$ cat src/rtl/mem_access_stage_if.sv
// Data-cache request/response bus between the MEM stage and the dcache.
// The master drives a request and holds it; the slave answers with dhit.
interface mem_access_stage_if;
    logic        dmemREN;
    logic        dmemWEN;
    logic [31:0] dmemaddr;
    logic [31:0] dmemstore;
    logic        dhit;
    logic [31:0] dmemload;

    modport master (
        output dmemREN,
        output dmemWEN,
        output dmemaddr,
        output dmemstore,
        input  dhit,
        input  dmemload
    );

    modport slave (
        input  dmemREN,
        input  dmemWEN,
        input  dmemaddr,
        input  dmemstore,
        output dhit,
        output dmemload
    );
endinterface

$ cat src/rtl/mem_access_stage.sv
// MEM-stage data-memory access controller. Sits between the EX/MEM and
// MEM/WB latches, holds each dcache request until dhit while stalling the
// front of the pipe, keeps the LL/SC link register, and registers exactly
// one result per accepted instruction for MEM/WB.
module mem_access_stage #(
    parameter int TAG_W = 16,
    parameter int CNT_W = 16
) (
    input  logic              CLK,
    input  logic              RST,
    input  logic              ex_valid,
    input  logic              ex_ren,
    input  logic              ex_wen,
    input  logic              ex_ll,
    input  logic              ex_sc,
    input  logic              ex_halt,
    input  logic [31:0]       ex_addr,
    input  logic [31:0]       ex_store,
    input  logic [TAG_W-1:0]  ex_tag,
    input  logic              inv_valid,
    input  logic [31:0]       inv_addr,
    mem_access_stage_if.master dcache,
    output logic              mem_stall,
    output logic              mem_valid,
    output logic [31:0]       mem_data,
    output logic [TAG_W-1:0]  mem_tag,
    output logic              mem_halt,
    output logic              link_valid,
    output logic [CNT_W-1:0]  stall_cnt
);

    typedef enum logic [1:0] {
        IDLE   = 2'd0,
        ACCESS = 2'd1,
        HALTED = 2'd2
    } state_t;

    state_t            state;
    state_t            state_nxt;

    // Request captured at accept time and held stable for the whole access.
    logic [31:0]       addr_p0;
    logic [31:0]       store_p0;
    logic [TAG_W-1:0]  tag_p0;
    logic              ren_p0;
    logic              wen_p0;
    logic              ll_p0;
    logic              sc_p0;

    // Link register keeps only the word address; byte offset is irrelevant.
    logic [29:0]       link_word;

    logic              start_access;
    logic              done_direct;
    logic              done_halt;
    logic              done_access;
    logic [31:0]       direct_data;
    logic [31:0]       access_data;

    logic              sc_link_hit;
    logic              inv_link_hit;
    logic              inv_new_hit;
    logic              sw_link_hit;
    logic              unused_inv_lo;

    function automatic logic [CNT_W-1:0] sat_inc(input logic [CNT_W-1:0] v);
        if (&v) return v;
        return v + CNT_W'(1);
    endfunction

    assign sc_link_hit   = link_valid && (link_word == ex_addr[31:2]);
    assign inv_link_hit  = inv_valid && (inv_addr[31:2] == link_word);
    assign inv_new_hit   = inv_valid && (inv_addr[31:2] == addr_p0[31:2]);
    assign sw_link_hit   = (link_word == addr_p0[31:2]);
    assign unused_inv_lo = ^inv_addr[1:0];

    assign dcache.dmemaddr  = addr_p0;
    assign dcache.dmemstore = store_p0;

    assign access_data = ren_p0 ? dcache.dmemload :
                         sc_p0  ? 32'd1 : addr_p0;

    // State register; reset aborts any access in flight.
    always_ff @(posedge CLK or posedge RST) begin
        if (RST) state <= IDLE;
        else     state <= state_nxt;
    end

    // Next-state, request strobes and stall; halt outranks any memory op.
    always_comb begin
        state_nxt      = state;
        start_access   = 1'b0;
        done_direct    = 1'b0;
        done_halt      = 1'b0;
        done_access    = 1'b0;
        direct_data    = ex_addr;
        mem_stall      = 1'b0;
        dcache.dmemREN = 1'b0;
        dcache.dmemWEN = 1'b0;
        case (state)
            IDLE: begin
                if (ex_valid) begin
                    if (ex_halt) begin
                        done_halt = 1'b1;
                        state_nxt = HALTED;
                    end else if (ex_sc && !sc_link_hit) begin
                        done_direct = 1'b1;
                        direct_data = 32'd0;
                    end else if (ex_ren || ex_wen || ex_ll || ex_sc) begin
                        start_access = 1'b1;
                        state_nxt    = ACCESS;
                    end else begin
                        done_direct = 1'b1;
                    end
                end
            end
            ACCESS: begin
                mem_stall      = 1'b1;
                dcache.dmemREN = ren_p0;
                dcache.dmemWEN = wen_p0;
                if (dcache.dhit) begin
                    done_access = 1'b1;
                    state_nxt   = IDLE;
                end
            end
            HALTED: begin
            end
            default: state_nxt = IDLE;
        endcase
    end

    // Capture the request when an access is started.
    always_ff @(posedge CLK or posedge RST) begin
        if (RST) begin
            addr_p0  <= '0;
            store_p0 <= '0;
            tag_p0   <= '0;
            ren_p0   <= 1'b0;
            wen_p0   <= 1'b0;
            ll_p0    <= 1'b0;
            sc_p0    <= 1'b0;
        end else if (start_access) begin
            addr_p0  <= ex_addr;
            store_p0 <= ex_store;
            tag_p0   <= ex_tag;
            ren_p0   <= ex_ren || ex_ll;
            wen_p0   <= ex_wen || ex_sc;
            ll_p0    <= ex_ll;
            sc_p0    <= ex_sc;
        end
    end

    // MEM/WB result: single-cycle valid pulse, payload held until next completion.
    always_ff @(posedge CLK or posedge RST) begin
        if (RST) begin
            mem_valid <= 1'b0;
            mem_data  <= '0;
            mem_tag   <= '0;
            mem_halt  <= 1'b0;
        end else begin
            mem_valid <= 1'b0;
            if (done_halt) begin
                mem_valid <= 1'b1;
                mem_halt  <= 1'b1;
                mem_data  <= ex_addr;
                mem_tag   <= ex_tag;
            end else if (done_direct) begin
                mem_valid <= 1'b1;
                mem_halt  <= 1'b0;
                mem_data  <= direct_data;
                mem_tag   <= ex_tag;
            end else if (done_access) begin
                mem_valid <= 1'b1;
                mem_halt  <= 1'b0;
                mem_data  <= access_data;
                mem_tag   <= tag_p0;
            end
        end
    end

    // Link register; a snoop to the word being linked beats the LL itself.
    always_ff @(posedge CLK or posedge RST) begin
        if (RST) begin
            link_valid <= 1'b0;
            link_word  <= '0;
        end else if (done_halt) begin
            link_valid <= 1'b0;
        end else if (done_access && ll_p0) begin
            link_word  <= addr_p0[31:2];
            link_valid <= !inv_new_hit;
        end else if ((done_access && (sc_p0 || (wen_p0 && sw_link_hit))) || inv_link_hit) begin
            link_valid <= 1'b0;
        end
    end

    // Saturating count of cycles spent waiting on the dcache.
    always_ff @(posedge CLK or posedge RST) begin
        if (RST)                 stall_cnt <= '0;
        else if (state == ACCESS) stall_cnt <= sat_inc(stall_cnt);
    end

endmodule

$ cat src/flat_wrapper.sv
// flat-port wrapper written by rule: the top's interface ports become plain ports
module mem_access_stage_flat 
#(
    parameter int TAG_W = 16,
    parameter int CNT_W = 16
)
  (CLK, RST, ex_valid, ex_ren, ex_wen, ex_ll, ex_sc, ex_halt, ex_addr, ex_store, ex_tag, inv_valid, inv_addr, mem_stall, mem_valid, mem_data, mem_tag, mem_halt, link_valid, stall_cnt, dcache_dmemREN, dcache_dmemWEN, dcache_dmemaddr, dcache_dmemstore, dcache_dhit, dcache_dmemload);
  mem_access_stage_if dcache_i ();
  input  logic CLK;
  input  logic RST;
  input  logic ex_valid;
  input  logic ex_ren;
  input  logic ex_wen;
  input  logic ex_ll;
  input  logic ex_sc;
  input  logic ex_halt;
  input  logic [31:0] ex_addr;
  input  logic [31:0] ex_store;
  input  logic [TAG_W-1:0] ex_tag;
  input  logic inv_valid;
  input  logic [31:0] inv_addr;
  output logic mem_stall;
  output logic mem_valid;
  output logic [31:0] mem_data;
  output logic [TAG_W-1:0] mem_tag;
  output logic mem_halt;
  output logic link_valid;
  output logic [CNT_W-1:0] stall_cnt;
  output wire logic [$bits(dcache_i.dmemREN)-1:0] dcache_dmemREN;
  output wire logic [$bits(dcache_i.dmemWEN)-1:0] dcache_dmemWEN;
  output wire logic [$bits(dcache_i.dmemaddr)-1:0] dcache_dmemaddr;
  output wire logic [$bits(dcache_i.dmemstore)-1:0] dcache_dmemstore;
  input wire logic [$bits(dcache_i.dhit)-1:0] dcache_dhit;
  input wire logic [$bits(dcache_i.dmemload)-1:0] dcache_dmemload;
  assign dcache_dmemREN = dcache_i.dmemREN;
  assign dcache_dmemWEN = dcache_i.dmemWEN;
  assign dcache_dmemaddr = dcache_i.dmemaddr;
  assign dcache_dmemstore = dcache_i.dmemstore;
  assign dcache_i.dhit = dcache_dhit;
  assign dcache_i.dmemload = dcache_dmemload;
  mem_access_stage #(.TAG_W(TAG_W), .CNT_W(CNT_W)) u_core (.CLK(CLK), .RST(RST), .ex_valid(ex_valid), .ex_ren(ex_ren), .ex_wen(ex_wen), .ex_ll(ex_ll), .ex_sc(ex_sc), .ex_halt(ex_halt), .ex_addr(ex_addr), .ex_store(ex_store), .ex_tag(ex_tag), .inv_valid(inv_valid), .inv_addr(inv_addr), .dcache(dcache_i), .mem_stall(mem_stall), .mem_valid(mem_valid), .mem_data(mem_data), .mem_tag(mem_tag), .mem_halt(mem_halt), .link_valid(link_valid), .stall_cnt(stall_cnt));
endmodule
$ cat config.mk
export PLATFORM = sky130hd
export DESIGN_NAME = mem_access_stage_flat
export DESIGN_NICKNAME = d
export VERILOG_FILES = /design/src/rtl/mem_access_stage_if.sv /design/src/rtl/mem_access_stage.sv /design/src/flat_wrapper.sv
export SDC_FILE = /design/constraint.sdc
export NUM_CORES = 1
export LEC_CHECK = 0
export BUFFER_PORTS_ARGS = -buffer_cell sky130_fd_sc_hd__buf_2
export CORE_MARGIN = 2
export CORE_UTILIZATION = 30
export DETAILED_ROUTE_END_ITERATION = 6
export RECOVER_POWER = 100
export SETUP_SLACK_MARGIN = 0.4
export SYNTH_ARGS = -nofsm -noshare
export SYNTH_HDL_FRONTEND = slang
export SYNTH_SLANG_ARGS = --single-unit
$ cat constraint.sdc
create_clock -name CLK -period 6.1 [get_ports CLK]
set_input_delay 0.915 -clock CLK [delete_from_list [all_inputs] [get_ports CLK]]
set_output_delay 0.915 -clock CLK [all_outputs]
set_load 0.02 [all_outputs]
# Word-level counts from Yosys, hierarchy flattened
# Index checks and enable logic that the tools add are counted.
# word_totals
output_inout_bits	134
ff_bits	183
# classes
bitwise_logic	2
add_sub_neg	1
n_mux	48
reduce_logical	23
eq_ne	11
# op_table
operator	n
32-bit two-way mux	9
30-bit == test	4
16-bit two-way mux	4
1-bit two-way mux	29
16-bit by 1-bit adder with 16-bit output (second input constant)	1
16-bit AND reduction	1
2-bit two-way mux	5
1-bit logical AND	7
1-bit logical OR	7
2-bit != test (second input constant)	3
2-bit one-hot mux with 3 select lines	1
3-bit nonzero test	2
5-bit AND reduction	1
2-bit AND reduction	2
3-bit by 2-bit != test with 1-bit output (second input constant)	1
3-bit != test (second input constant)	1
2-bit by 1-bit == test with 1-bit output (second input constant)	1
2-bit == test (second input constant)	1
1-bit logical NOT	2
2-bit logical NOT	1
1-bit NOT	2

# Logic depth before layout (Yosys ltp)
# depth
ltp_word	10
mapped_depth	9
mapped_depth_nobuf	7

# Least setup slack after synthesis
# No wires, ideal clock.
# synth_timing
path_kind	in2reg
startpoint	input ex_addr[20]
endpoint	register u_core.store_p0[29], in the netlist u_core.dcache.dmemstore[29]
cell_stages	8
setup_time_ns	0.127
slack_ns	3.320
t_arrival_ns	2.653
n_path_buf	2
cell_sequence	xnor2_1 > nand4_1 > or4_4 > o21a_4 > nor2_4 > buf_12 > buf_8 > mux2_1
# synth_via
elab_chain_cells	8
# synth_rtl
element	line_no	text
start, declared	flat_wrapper.sv:17	input logic [31:0] ex_addr;
30-bit == test	mem_access_stage.sv:71	assign sc_link_hit = link_valid && (link_word == ex_addr[31:2]);
1-bit logical AND	mem_access_stage.sv:71	
1-bit logical NOT	mem_access_stage.sv:106	end else if (ex_sc && !sc_link_hit) begin
1-bit logical AND	mem_access_stage.sv:106	
1-bit two-way mux	mem_access_stage.sv:106	
1-bit two-way mux	mem_access_stage.sv:103	if (ex_halt) begin
1-bit two-way mux	mem_access_stage.sv:102	if (ex_valid) begin
1-bit two-way mux	mem_access_stage.sv:100	case (state)
end signal, assigned	mem_access_stage.sv:144	store_p0 <= ex_store;
end, declared	mem_access_stage.sv:43	logic [31:0] store_p0;
# No other way between the ends.
# A chain may end at the register's enable or synchronous reset.

# Final worst setup path
# layout_timing
startpoint	input ex_addr[7]
endpoint	register u_core.mem_tag[6]
# layout_via
elab_chain_cells	10
elab_cells_between_ends	11
cone_classes	eq/ne: 1; mux: 6; reduce/logical: 4
# layout_rtl
element	line_no	text
30-bit == test (*)	mem_access_stage.sv:71	
1-bit logical AND (*)	mem_access_stage.sv:71	
1-bit logical NOT (*)	mem_access_stage.sv:106	
1-bit logical AND (*)	mem_access_stage.sv:106	
1-bit two-way mux (*)	mem_access_stage.sv:106	
1-bit two-way mux (*)	mem_access_stage.sv:103	
1-bit two-way mux (*)	mem_access_stage.sv:102	
1-bit two-way mux (*)	mem_access_stage.sv:100	
16-bit two-way mux	mem_access_stage.sv:167	end else if (done_direct) begin
16-bit two-way mux	mem_access_stage.sv:162	if (done_halt) begin
end signal, assigned	mem_access_stage.sv:166	mem_tag <= ex_tag;
end signal, assigned	mem_access_stage.sv:171	mem_tag <= ex_tag;
end signal, assigned	mem_access_stage.sv:176	mem_tag <= tag_p0;
end, declared	mem_access_stage.sv:26	output logic [TAG_W-1:0] mem_tag,
# Every way passes the cells marked *; elsewhere a longest branch is shown, timed or not.

==> impl_metrics.env <==
export IMPL_status="complete, but fails checks"
export IMPL_violations="max-capacitance violations, max-slew violations"
export IMPL_synthSimpleGateAreaFrac_pct=10.44
export IMPL_setup_viol=0
export IMPL_stdcell_count=1446
export IMPL_io_buffers=285
export IMPL_cts_made_buffers=17
export IMPL_crit_fanout=34
export IMPL_synthTopCellsByArea="dfrtp_1, mux2_4, xnor2_1, mux2_2, a221o_1"
export IMPL_cts_tree="built"
export IMPL_post_place_ws_ps=1843
export IMPL_grt_max_degree=166
export IMPL_root_buffer="clkbuf_16"
export IMPL_antenna_found_initial=3
export IMPL_fmax_mhz=231.8
export IMPL_synth_edff_count=0
export IMPL_clk_pin_slew_worst_paths_ps=80
export IMPL_yosysSeqAreaShare_pct=48.98
export IMPL_maxCapViolCount=3
export IMPL_synth_xor_xnor_area_share_pct=12.65
export IMPL_critical_path_startpoint_type="input port"
export IMPL_drv_slew=50
export IMPL_placed_area_mm2=0.01105
export IMPL_post_drt_via_cell_ratio=4.889
export IMPL_cp_required_ps=6440
export IMPL_period_share_pct=70.73
export IMPL_grt_total_usage_pct=18.40
export IMPL_die_area_mm2=0.03259
export IMPL_vias=7069
export IMPL_max_slew_margin_pct=-23.46
export IMPL_syn2layout_area_growth_pct=20.46
export IMPL_fin_nets=1190
export IMPL_finalWorstSetupSlack_ps=1786
export IMPL_dp_hpwl_um=21370
export IMPL_endpoint_kind="register"
export IMPL_min_period_ps=4314
export IMPL_clock_skew_ps=11.38
export IMPL_yosysTopAreaCellShare_pct=48.98
export IMPL_peakVddDrop_mv=0.1834
export IMPL_wire_per_inst_um=20.64
export IMPL_synthMuxAreaShare_pct=15.90
export IMPL_worst_slew_pin_slew_ps=1845
export IMPL_holdBufCountCts=0
export IMPL_synth_top_cells_by_count="dfrtp_1, xnor2_1, mux2_4"
export IMPL_rows=64
export IMPL_synthMostInstantiatedCell="dfrtp_1"
export IMPL_finalSetupTns_ps=0
export IMPL_ys_warn_count=0
export IMPL_drc_errors=0
export IMPL_hold_path_class="reg2reg"
export IMPL_clk_latency_ps=450
export IMPL_synth_fa_ha_area_share_pct=0.1338
export IMPL_netlist_area_mm2=0.009349
export IMPL_overflow=0
export IMPL_hold_violations=0
export IMPL_critPathKind="in2reg"
export IMPL_postCtsSetupRepairBufs=0
export IMPL_powerDensity_mw_per_mm2=396.1
export IMPL_ys_types=47
export IMPL_rsz0062_at_grt="false"
export IMPL_dr_pass1_iters=4
export IMPL_synth_top_area_cell="dfrtp_1"
export IMPL_synth_compound_area_share_pct=8.365
export IMPL_coreArea_mm2=0.03067
export IMPL_first_global_vias=7374
export IMPL_antenna_left=0
export IMPL_drive_gt1_share_pct=24.24
export IMPL_yosys_most_used_dff="dfrtp_1"
export IMPL_place_congestion=0.8805
export IMPL_fp_dieW_um=180.5
export IMPL_initial_core_util_pct=30.48
export IMPL_drtIter0Drc=432
export IMPL_io_pins=288
export IMPL_place_inst=1412
export IMPL_avgSynthCellArea_um2=12.20
export IMPL_synth_top_family_by_area="multiplexers"
export IMPL_worst_ep_arrival_time_ps=4650
export IMPL_leakage_nw=4.941
export IMPL_yosys_register_bits=183
export IMPL_num_fill_cells=3158
export IMPL_synthCells=766
export IMPL_clock_sinks=183
export IMPL_post_cts_resized=0
export IMPL_htree_num_levels=4
export IMPL_die_y_um=180.5
export IMPL_syn_nets=921
export IMPL_grt_pass1_wl_um=45270
export IMPL_clock_path_buffers=2
export IMPL_drt_total_wl_um=29850
export IMPL_fin_area_mm2=0.01126
export IMPL_async_flop_share_pct=100.0
==> layout by cell type, fill, tap and decap left out, drive strengths merged, types with 2 or more instances in the layout <==
cell,Yosys,layout
dfrtp,183,183
buf,19,156
clkbuf,23,154
mux2,112,112
xnor2,98,98
nor2,47,47
a21oi,46,46
xor2,37,37
nand2,34,34
a221o,33,33
nand4,30,30
nor3b,30,30
a31oi,13,13
nor4,12,12
inv,3,11
nand3,8,8
and2,5,5
nor3,4,4
and3,3,3
nand2b,3,3
o21ai,3,3
clkinv,0,3
diode,0,2
a22oi,2,2
o221a,2,2
o22a,2,2
bufinv,0,2
or4,2,2
==> cells by family (layout without fill, tap and decap cells) <==
logic type / after synthesis / count (layout)
compound gates: 108 / 108
simple gates: 182 / 182
buf+inv: 45 / 327
fa+ha+maj: 1 / 1
flops: 183 / 183
mux: 112 / 112
xor+xnor: 135 / 135
other cells: 0 / 2
==> worst max-delay path, stage by stage <==
cell and delay (ps):
buf_2 130, xnor2_1 230, nand4_1 160, or4_4 610, o211ai_1 1180, and2_2 950
inv_1 190, o221a_1 270
==> layout make-up <==
cell class | count | area, um^2 | share of cell area [%]
clock inverter | 14 | 178.9 | 1.589
clock buffer | 18 | 439.2 | 3.900
tap | 396 | 495.5 | 4.399
sequential | 183 | 4581 | 40.67
timing repair buffer | 292 | 1334 | 11.84
inverter | 3 | 12.51 | 0.1111
antenna | 2 | 5.005 | 0.04444
multi-input combinational | 538 | 4217 | 37.44
==> state kept, by name, indices dropped and copies added, names as in the netlist <==
signal and cells:
u_core.sc_p0 1, u_core.mem_tag 16, u_core.link_word 30, u_core.ren_p0 1
u_core.ll_p0 1, u_core.dcache.dmemaddr 32, u_core.wen_p0 1, u_core.stall_cnt 16
u_core.tag_p0 16, u_core.mem_valid 1, u_core.state 2, u_core.mem_halt 1
u_core.link_valid 1, u_core.dcache.dmemstore 32, u_core.mem_data 32
==> stage by stage <==
stage	utilization (%)	hold WS, ps	power (mW)
3_5_place_dp	36.02	449.3	3.463
2_1_floorplan	-	426.5	2.844
6_report	36.72	455.9	4.461
3_3_place_gp	36.02	433.9	3.439
5_1_grt	36.71	464.5	4.705
4_1_cts	38.04	457.0	4.683
==> power by group <==
group	switching, mW	leakage, nW	internal, mW
registers	0.319	2.36	1.55
logic	0.856	2.27	0.542
clock network	0.555	0.307	0.636
==> worst paths after layout <==
| check | startpoint | to | slack, ps | cells past startpoint |
|---|---|---|---|---|
| worst max-delay path | ex_addr[7] | u_core.mem_tag[6] | 1790 | 8 |
| worst min register to register | u_core.state[0] | u_core.state[1] | 460 | 1 |
| worst max register to register | u_core.link_word[5] | u_core.mem_tag[6] | 1910 | 7 |
| max in group asynchronous | RST | u_core.ren_p0 | 4030 | 3 |
| min in group asynchronous | RST | u_core.mem_data[20] | 610 | 2 |
| worst min-delay path | u_core.state[0] | u_core.state[1] | 460 | 1 |
==> layer usage <==
layer / wire [um] / track usage (%) / share of wire, % / up-vias
li1: - / - / - / 3294
met1: 13250 / 24.01 / 44 / 3507
met2: 14040 / 29.34 / 47 / 228
met3: 1929 / 5.194 / 6.5 / 40
met4: 624 / 6.258 / 2.1 / 0
met5: 0 / 0 / 0 / -
(Power assumes the default switching activity.)
